$ cat src/rtl/db_prbs_pkg.sv
// Shared definitions for the PRBS generator/checker: checker FSM encoding and
// error-counter width / saturation value.
package db_prbs_pkg;

  typedef enum logic [1:0] {
    HUNT   = 2'd0,
    VERIFY = 2'd1,
    LOCK   = 2'd2
  } chk_st_e;

  localparam int              CNTW   = 16;
  localparam logic [CNTW-1:0] CNTSAT = 16'hFFFF;

endpackage

$ cat src/rtl/db_prbsstep.sv
// Combinational DW-step advance of a two-tap Fibonacci LFSR.
// bits[DW-1] is the first bit emitted; s_nxt is the state after DW steps.
module db_prbsstep #(
  parameter int LEN     = 15,
  parameter int HIGHEXP = 14,
  parameter int LOWEXP  = 13,
  parameter int DW      = 8
) (
  input  logic [LEN-1:0] s,
  output logic [LEN-1:0] s_nxt,
  output logic [DW-1:0]  bits
);

  logic [LEN-1:0] t;
  logic           fb;

  always_comb begin
    t    = s;
    fb   = 1'b0;
    bits = '0;
    for (int i = DW-1; i >= 0; i--) begin
      fb      = t[HIGHEXP] ^ t[LOWEXP];
      bits[i] = fb;
      t       = {t[LEN-2:0], fb};
    end
    s_nxt = t;
  end

endmodule

$ cat src/rtl/db_prbsgchk.sv
// PRBS word generator plus self-synchronising checker (HUNT/VERIFY/LOCK).
// Define DB_PRBSGCHK_ERRINJ_EN to add port iinj, which flips bit 0 of one generated word.
module db_prbsgchk
  import db_prbs_pkg::*;
#(
  parameter int LEN     = 15,
  parameter int HIGHEXP = 14,
  parameter int LOWEXP  = 13,
  parameter int DW      = 8,
  parameter int SYNCCNT = 8,
  parameter int LOSSCNT = 4
) (
  input  logic            clk,
  input  logic            rst,
  input  logic            igen_en,
`ifdef DB_PRBSGCHK_ERRINJ_EN
  input  logic            iinj,
`endif
  output logic [DW-1:0]   ogen_dat,
  output logic            ogen_vld,
  input  logic            ichk_vld,
  input  logic [DW-1:0]   ichk_dat,
  input  logic            iclr,
  output logic            olock,
  output logic            oerr,
  output logic [CNTW-1:0] oerrcnt
);

  localparam int BCW = $clog2(LEN + DW + 1);
  localparam int GCW = $clog2(SYNCCNT + 1);
  localparam int LCW = $clog2(LOSSCNT + 1);

  // ---------------- generator ----------------
  logic [LEN-1:0] gs, gs_nxt;
  logic [DW-1:0]  gbits;

  db_prbsstep #(.LEN(LEN), .HIGHEXP(HIGHEXP), .LOWEXP(LOWEXP), .DW(DW)) u_gstep (
    .s(gs), .s_nxt(gs_nxt), .bits(gbits)
  );

  always_ff @(posedge clk or posedge rst) begin
    if (rst) begin
      gs       <= '1;
      ogen_dat <= '0;
      ogen_vld <= 1'b0;
    end else begin
      ogen_vld <= igen_en;
      if (igen_en) begin
        gs <= gs_nxt;
`ifdef DB_PRBSGCHK_ERRINJ_EN
        // Injection corrupts only the output word; the sequence state is untouched.
        ogen_dat <= gbits ^ DW'(iinj);
`else
        ogen_dat <= gbits;
`endif
      end
    end
  end

  // ---------------- checker ----------------
  chk_st_e        st, st_nxt;
  logic [LEN-1:0] cs, cs_nxt, cs_pred, cs_rx;
  logic [DW-1:0]  cbits;
  logic [BCW-1:0] bcnt, bcnt_nxt;
  logic [GCW-1:0] gcnt, gcnt_nxt;
  logic [LCW-1:0] lcnt, lcnt_nxt;
  logic           err_nxt;
  logic [CNTW-1:0] ecnt_nxt;

  db_prbsstep #(.LEN(LEN), .HIGHEXP(HIGHEXP), .LOWEXP(LOWEXP), .DW(DW)) u_cstep (
    .s(cs), .s_nxt(cs_pred), .bits(cbits)
  );

  // Received word shifted in MSB-first.
  always_comb begin
    cs_rx = cs;
    for (int i = DW-1; i >= 0; i--) cs_rx = {cs_rx[LEN-2:0], ichk_dat[i]};
  end

  always_comb begin
    st_nxt   = st;
    cs_nxt   = cs;
    bcnt_nxt = bcnt;
    gcnt_nxt = gcnt;
    lcnt_nxt = lcnt;
    err_nxt  = 1'b0;
    ecnt_nxt = oerrcnt;
    if (ichk_vld) begin
      unique case (st)
        HUNT: begin
          cs_nxt   = cs_rx;
          bcnt_nxt = (bcnt >= BCW'(LEN)) ? bcnt : bcnt + BCW'(DW);
          if (bcnt_nxt >= BCW'(LEN) && cs_rx != '0) begin
            st_nxt   = VERIFY;
            gcnt_nxt = '0;
          end
        end
        VERIFY: begin
          cs_nxt = cs_rx;
          if (ichk_dat == cbits) begin
            if (gcnt == GCW'(SYNCCNT-1)) begin
              st_nxt   = LOCK;
              gcnt_nxt = '0;
              lcnt_nxt = '0;
            end else begin
              gcnt_nxt = gcnt + GCW'(1);
            end
          end else begin
            st_nxt   = HUNT;
            bcnt_nxt = '0;
            gcnt_nxt = '0;
          end
        end
        LOCK: begin
          // Flywheel on the prediction so line errors never enter the register.
          cs_nxt = cs_pred;
          if (ichk_dat != cbits) begin
            err_nxt  = 1'b1;
            ecnt_nxt = (oerrcnt == CNTSAT) ? oerrcnt : oerrcnt + CNTW'(1);
            if (lcnt == LCW'(LOSSCNT-1)) begin
              st_nxt   = HUNT;
              bcnt_nxt = '0;
              lcnt_nxt = '0;
            end else begin
              lcnt_nxt = lcnt + LCW'(1);
            end
          end else begin
            lcnt_nxt = '0;
          end
        end
        default: begin
          st_nxt   = HUNT;
          bcnt_nxt = '0;
          gcnt_nxt = '0;
          lcnt_nxt = '0;
        end
      endcase
    end
    if (iclr) ecnt_nxt = '0;
  end

  always_ff @(posedge clk or posedge rst) begin
    if (rst) begin
      st      <= HUNT;
      cs      <= '0;
      bcnt    <= '0;
      gcnt    <= '0;
      lcnt    <= '0;
      olock   <= 1'b0;
      oerr    <= 1'b0;
      oerrcnt <= '0;
    end else begin
      st      <= st_nxt;
      cs      <= cs_nxt;
      bcnt    <= bcnt_nxt;
      gcnt    <= gcnt_nxt;
      lcnt    <= lcnt_nxt;
      olock   <= (st_nxt == LOCK);
      oerr    <= err_nxt;
      oerrcnt <= ecnt_nxt;
    end
  end

endmodule

$ cat config.mk
export PLATFORM = sky130hd
export DESIGN_NAME = db_prbsgchk
export DESIGN_NICKNAME = d
export VERILOG_FILES = /design/src/rtl/db_prbs_pkg.sv /design/src/rtl/db_prbsstep.sv /design/src/rtl/db_prbsgchk.sv
export SDC_FILE = /design/constraint.sdc
export NUM_CORES = 1
export LEC_CHECK = 0
export ABC_CLOCK_PERIOD_IN_PS = 7030
export CAP_MARGIN = 15
export CORE_AREA = 2 2 94 96
export DETAILED_ROUTE_END_ITERATION = 12
export DIE_AREA = 0 0 96 98
export PLACE_DENSITY = 0.59
export SYNTH_ARGS = -nofsm -noshare
export SYNTH_HDL_FRONTEND = slang
export SYNTH_SLANG_ARGS = --single-unit
export TNS_END_PERCENT = 100
$ cat constraint.sdc
create_clock -name clk -period 7.03 [get_ports clk]
set_clock_uncertainty 0.15 [all_clocks]
set_input_delay 1.406 -clock clk [delete_from_list [all_inputs] [get_ports clk]]
set_output_delay 1.406 -clock clk [all_outputs]
set_load 0.1 [all_outputs]
-- After elaboration in Yosys (flattened, before gate mapping)
Cells that the tools add are included.
W data, S select, Z words.
- bits of input ports: 13
- register bits: 71
- output and inout port bits: 27
- mux-type cells: 30
- bitwise gates (word level): 18
- add/sub/neg operators: 4
- reduce and logical (&&, ||, !) cells: 13
- order comparisons: 2
- eq/ne operators: 15
- operators by type and width (kind ; count):
    $mux W16 ; 5
    $pmux W15 S2 ; 1
    $mux W5 ; 4
    $add A16 B1 Y16 const B ; 1
    $eq A16 B16 Y1 const B ; 1
    $xor A1 B1 Y1 ; 16
    $pmux W5 S3 ; 1
    $reduce_bool A15 Y1 ; 1
    $ne A2 B2 Y1 const B ; 7
    $mux W2 ; 6
    $mux W3 ; 4
    $mux W4 ; 3
    $pmux W4 S3 ; 1
    $reduce_and A4 Y1 ; 3
    $ge A5 B4 Y1 const B ; 2
    $pmux W3 S3 ; 1
    $eq A8 B8 Y1 ; 1
    $ne A8 B8 Y1 ; 1
    $reduce_bool A2 Y1 ; 4
    $pmux W2 S3 ; 1
    $add A5 B4 Y5 const B ; 1
    $add A4 B1 Y4 const B ; 1
    $eq A2 B2 Y1 const B ; 2
    $eq A4 B3 Y1 const B ; 1
    10 further kinds ; 13

-- Logic depth before layout (Yosys ltp)
- depth after elaboration: 8
- gate-level depth with buffers: 9
- mapped depth without buffers: 8

-- Cells and area by module
Synthesis repeated with hierarchy kept, for this count alone.
- cell total of the unflattened synthesis: 366
- area, all modules: 3713.6 µm²
- by module, submodules not included (module ; cells an instance ; seq. area each (µm²) ; times used ; area an instance (µm²)):
    db_prbsgchk ; 318 ; 1720.4 ; 1 ; 3333.2
    db_prbsstep ; 24 ; 0.0 ; 2 ; 190.2

-- Worst setup path after synthesis
OpenSTA, ideal clock, no wires.
- path kind: input to register
- start point: input ichk_dat[5]
- end point: register oerrcnt[2]
- cell stages on the path: 8
- arrival time: 2.994 ns
- data required time: 6.753 ns
- path slack: 3.759 ns
- cells stage by stage: xor2_1 -> or3_1 -> a221oi_2 -> a21o_4 -> buf_12 -> inv_2 -> nand3_1 -> mux2_1
- longest elaborated chain between the ends: 3
- ends and longest elaborated chain (element ; RTL line ; source):
    start: declaration ; db_prbsgchk.sv:22 ; input logic [DW-1:0] ichk_dat,
    $ne A8 B8 Y1 ; db_prbsgchk.sv:117 ; if (ichk_dat != cbits) begin
    $reduce_bool A2 Y1 (no line) ; n/a ;
    $reduce_and A4 Y1 (no line) ; n/a ;
    end signal: assignment ; db_prbsgchk.sv:160 ; oerrcnt <= ecnt_nxt;
    end: declaration ; db_prbsgchk.sv:26 ; output logic [CNTW-1:0] oerrcnt
Every way passes these cells.
A chain may end at the register's enable or synchronous reset.

-- Worst setup path in the final report
- start point: input ichk_dat[5]
- end point: register lcnt[0]
- longest elaborated chain between the ends: 3
- elaborated cells between the ends (all ways): 6
- ends and longest elaborated chain (element ; RTL line ; source):
    $ne A8 B8 Y1 / $eq A8 B8 Y1 (equally long branches) ; db_prbsgchk.sv:117, db_prbsgchk.sv:100 ;
    $mux W3 / $ne A2 B2 Y1 (equally long branches) ; n/a ;
    $pmux W3 S3 / $reduce_and A4 Y1 (equally long branches) ; n/a ;
    end signal: assignment ; db_prbsgchk.sv:157 ; lcnt <= lcnt_nxt;
    end: declaration ; db_prbsgchk.sv:66 ; logic [LCW-1:0] lcnt, lcnt_nxt;
Parallel ways exist; a longest one is shown, timed or not.

==> impl_metrics.tcl <==
set metrics [dict create \
    initialDrtViolationCount 92 \
    synth_top_family_by_area "simple AND/OR/NAND/NOR gates" \
    io_buffers 39 \
    fin_cells 475 \
    yosys_warnings 0 \
    fillers 771 \
    grt_max_degree 69 \
    drv_cap 0 \
    cp_max_fo 6 \
    hp-class "flop to flop" \
    syn_to_final_growth_pct 20.60 \
    dr_total_vias 2520 \
    power_frac_comb_pct 32.6 \
    holdPathStages 1 \
    ant_nets 0 \
    core-area_um2 8466 \
    clk_path_buf_depth 2 \
    hold_violations 0 \
    gp_congestion 0.8107 \
    clkPwrFrac_pct 25.6 \
    die_w_um 96 \
    top_level_ports 40 \
    r2r_setup_slack_ns 4.50 \
    final_nets 379 \
    cts-htree-levels 3 \
    timing.hold.ws_ns 0.3316 \
    cellPowerDensity_nw_per_um2 334.6 \
    synth_nets 340 \
    grt_pass1_vias 2464 \
    yosysTopAreaCell "dfrtp_1" \
    ys_top_cells_by_area "dfrtp_1 (39%), dfstp_2 (12%), mux2_2 (5.3%)" \
    finalMaxSlewViolations 0 \
    start_util_pct 40.47 \
    yosysSeqAreaShare_pct 50.22 \
    wire_per_inst_um 13.93 \
    antenna_found_initial 0 \
    start_kind "input port" \
    post-route-util_pct 48.80 \
    arrival_ns 3.68 \
    drc 0 \
    hp-start "bcnt[4]$_DFFE_PP0P_" \
    wl_um 6618 \
    cts_tree "done" \
    drtPass1Iterations 4 \
    hpwlAfterDp_um 4445 \
    rr_worst_depth 6 \
    yosys.area_share.simple_pct 16.14 \
    slew_headroom_pct 34.15 \
    clk_latency_ns 0.33 \
    path_cells "clkdlybuf4s50_1, xor2_1, or3_1, a221oi_2, and2_1, a22o_2, mux2_2" \
    crit_slowest_cell "clkdlybuf4s50_1" \
    synthXorXnorAreaFrac_pct 5.880 \
    synth-adder-area-share_pct 1.461 \
    synth-compound-area-share_pct 15.74 \
    numCtsBuffers 9 \
    diodes 0 \
    clkTransAtPathRegs_ns 0.07 \
    postCtsSetupRepairBufs 0 \
    synth.top_cell.area_share_pct 38.71 \
    grt_usage_pct 15.08 \
    reg2reg_to "lcnt[0]$_DFFE_PP0P_" \
    worst-setup-path-type "input port to flop" \
    synth_mux_area_share_pct 6.903 \
    die_h_um 98 \
    cts-resized-gates 0 \
    synth_seq_cells 68 \
    seqPwrFrac_pct 41.7 \
    tns_ns 0 \
    finalCritPeriodShare_pct 51.52 \
    cp_slowest_stage_delay_ns 0.48 \
    dieArea_um2 9408 \
    synth_area_um2 3426 \
    p_switching_mw 0.4995 \
    synth.distinct_cells 51 \
    ctsRootBufferMaster "clkbuf_8" \
    cts_sinks 68 \
    status "complete, no violations" \
    rr_startpoint "cs[8]$_DFFE_PP0P_" \
    critPathCaptureType "flop" \
    final-setup-viol-count 0 \
    grt_overflow_total 0 \
    leakage_nw 1.648 \
    finalCriticalPeriod_ns 3.622 \
    rsz0062_at_grt "no" \
    internal-power_mw 0.8831 \
    placementRows 34 \
    required_ns 7.09 \
    hold_end "bcnt[4]$_DFFE_PP0P_" \
    peakVddDrop_mv 0.1463 \
    synth_area_per_cell_um2 10.61 \
    cp-startpoint "ichk_dat[5]" \
    drive_gt1_share_pct 17.44 \
    postCtsHoldBufs 0 \
    dp.cells 458 \
    synthCells 323 \
    switching_share_pct 36.13 \
    grt_pass1_wl_um 11300 \
    viasPerCell 5.305 \
    worst_pin_slew_ns 0.9846 \
    timing.fmax_mhz 276.1 \
]
-- cells in the final DEF, fill, tap and decap left out, drive strengths merged, types with 8 or more instances in the layout --
cell	netlist	routed
a21oi	23	23
inv	10	10
dfrtp	53	53
o21ai	13	13
nor2	21	21
o21a	16	16
mux2	20	20
nand2	22	22
nor3	8	8
clkdlybuf4s50	0	39
xor2	15	15
xnor2	8	8
dfstp	15	15
or3	8	8
nand3	12	12
clkbuf	8	10
-- through the flow --
stage	power (mW)	cell area, um^2	setup WS (ns)
detailed placement	1.039	3879	3.077
global placement	1.031	3879	3.119
finish	1.383	4131	3.408
floorplan	0.9340	3426	3.759
CTS	1.399	4104	3.434
global route	1.463	4131	3.335
-- worst max-delay path, delay by kind of cell --
kind / cells / cell delay, ns
and+or+nand+nor: 2 / 0.67
muxes: 1 / 0.34
xor gates and xnor gates: 1 / 0.18
AOI/OAI and AO/OA: 2 / 0.61
buffers and inverters: 1 / 0.48
-- synth_stat cells (all sizes together) --
cell / n
a21boi: 1
a221o: 1
xnor2: 8
o221ai: 1
or2: 2
nand4: 3
or4: 7
a22oi: 1
and3: 1
o31ai: 7
a22o: 3
nand3b: 2
nand2b: 1
nand2: 22
dfrtp: 53
o21ai: 13
xor2: 15
nand3: 12
nor4b: 1
dfstp: 15
o21a: 16
nor2: 21
nor2b: 5
and2: 1
a41oi: 1
ha: 4
clkbuf: 8
or3: 8
mux2: 20
and4: 2
a221oi: 1
nor3: 8
buf: 6
a31oi: 2
nor4: 5
inv: 10
a21o: 5
a21oi: 23
o22ai: 7
nor3b: 1
-- worst max-delay path by stage --
| stage | slack (ns) | depth (start not counted) | endpoint |
|---|---|---|---|
| 6_report | 3.41 | 7 | lcnt[0]$_DFFE_PP0P_ |
| 5_1_grt | 3.33 | 8 | oerrcnt[2]$_DFFE_PP0P_ |
| 4_1_cts | 3.43 | 8 | oerrcnt[2]$_DFFE_PP0P_ |
| 3_5_place_dp | 3.08 | 8 | oerrcnt[2]$_DFFE_PP0P_ |
| 3_3_place_gp | 3.12 | 8 | oerrcnt[2]$_DFFE_PP0P_ |
| 2_1_floorplan | 3.76 | 8 | oerrcnt[2]$_DFFE_PP0P_ |
-- final cells by class --
cell class                      instances  area, um^2  share of cell area [%]
Clock buffer                           10       137.6                   3.331
Sequential cell                        68        1720                   41.64
Timing Repair Buffer                   42       432.9                   10.48
Tap cell                              108       135.1                   3.271
Multi-Input combinational cell        231        1580                   38.25
Clock inverter                          6       87.58                   2.120
Inverter                               10       37.54                  0.9085
-- power by group through the flow --
stage                     Combinational, mW  Sequential, mW  Clock [mW]
after CTS                             0.455           0.578       0.366
after global routing                  0.486           0.592       0.385
after detailed placement              0.453           0.586           0
after global placement                0.449           0.582           0
final                                 0.451           0.577       0.354
after floorplan                       0.200           0.734           0
-- logic make-up after synthesis --
group,after synthesis
AOI/OAI and AO/OA,82
adders and majority gates,4
muxes,20
DFF,68
xor gates and xnor gates,23
and+or+nand+nor,102
buffers and inverters,24
-- per-layer routing --
| layer | GRT usage, % | share of wire [%] |
|---|---|---|
| met1 | 20.90 | 49 |
| met2 | 22.54 | 46 |
| met3 | 3.704 | 3.6 |
| met4 | 6.154 | 0.80 |
| met5 | 0 | 0 |
-- state kept, by name (all words and copies together) (netlist names) --
register  flops
ogen_dat      8
cs           15
lcnt          3
oerr          1
gcnt          4
gs           15
st            2
bcnt          2
oerrcnt      16
olock         1
ogen_vld      1
No activity file was read; power rests on OpenSTA's default activity.
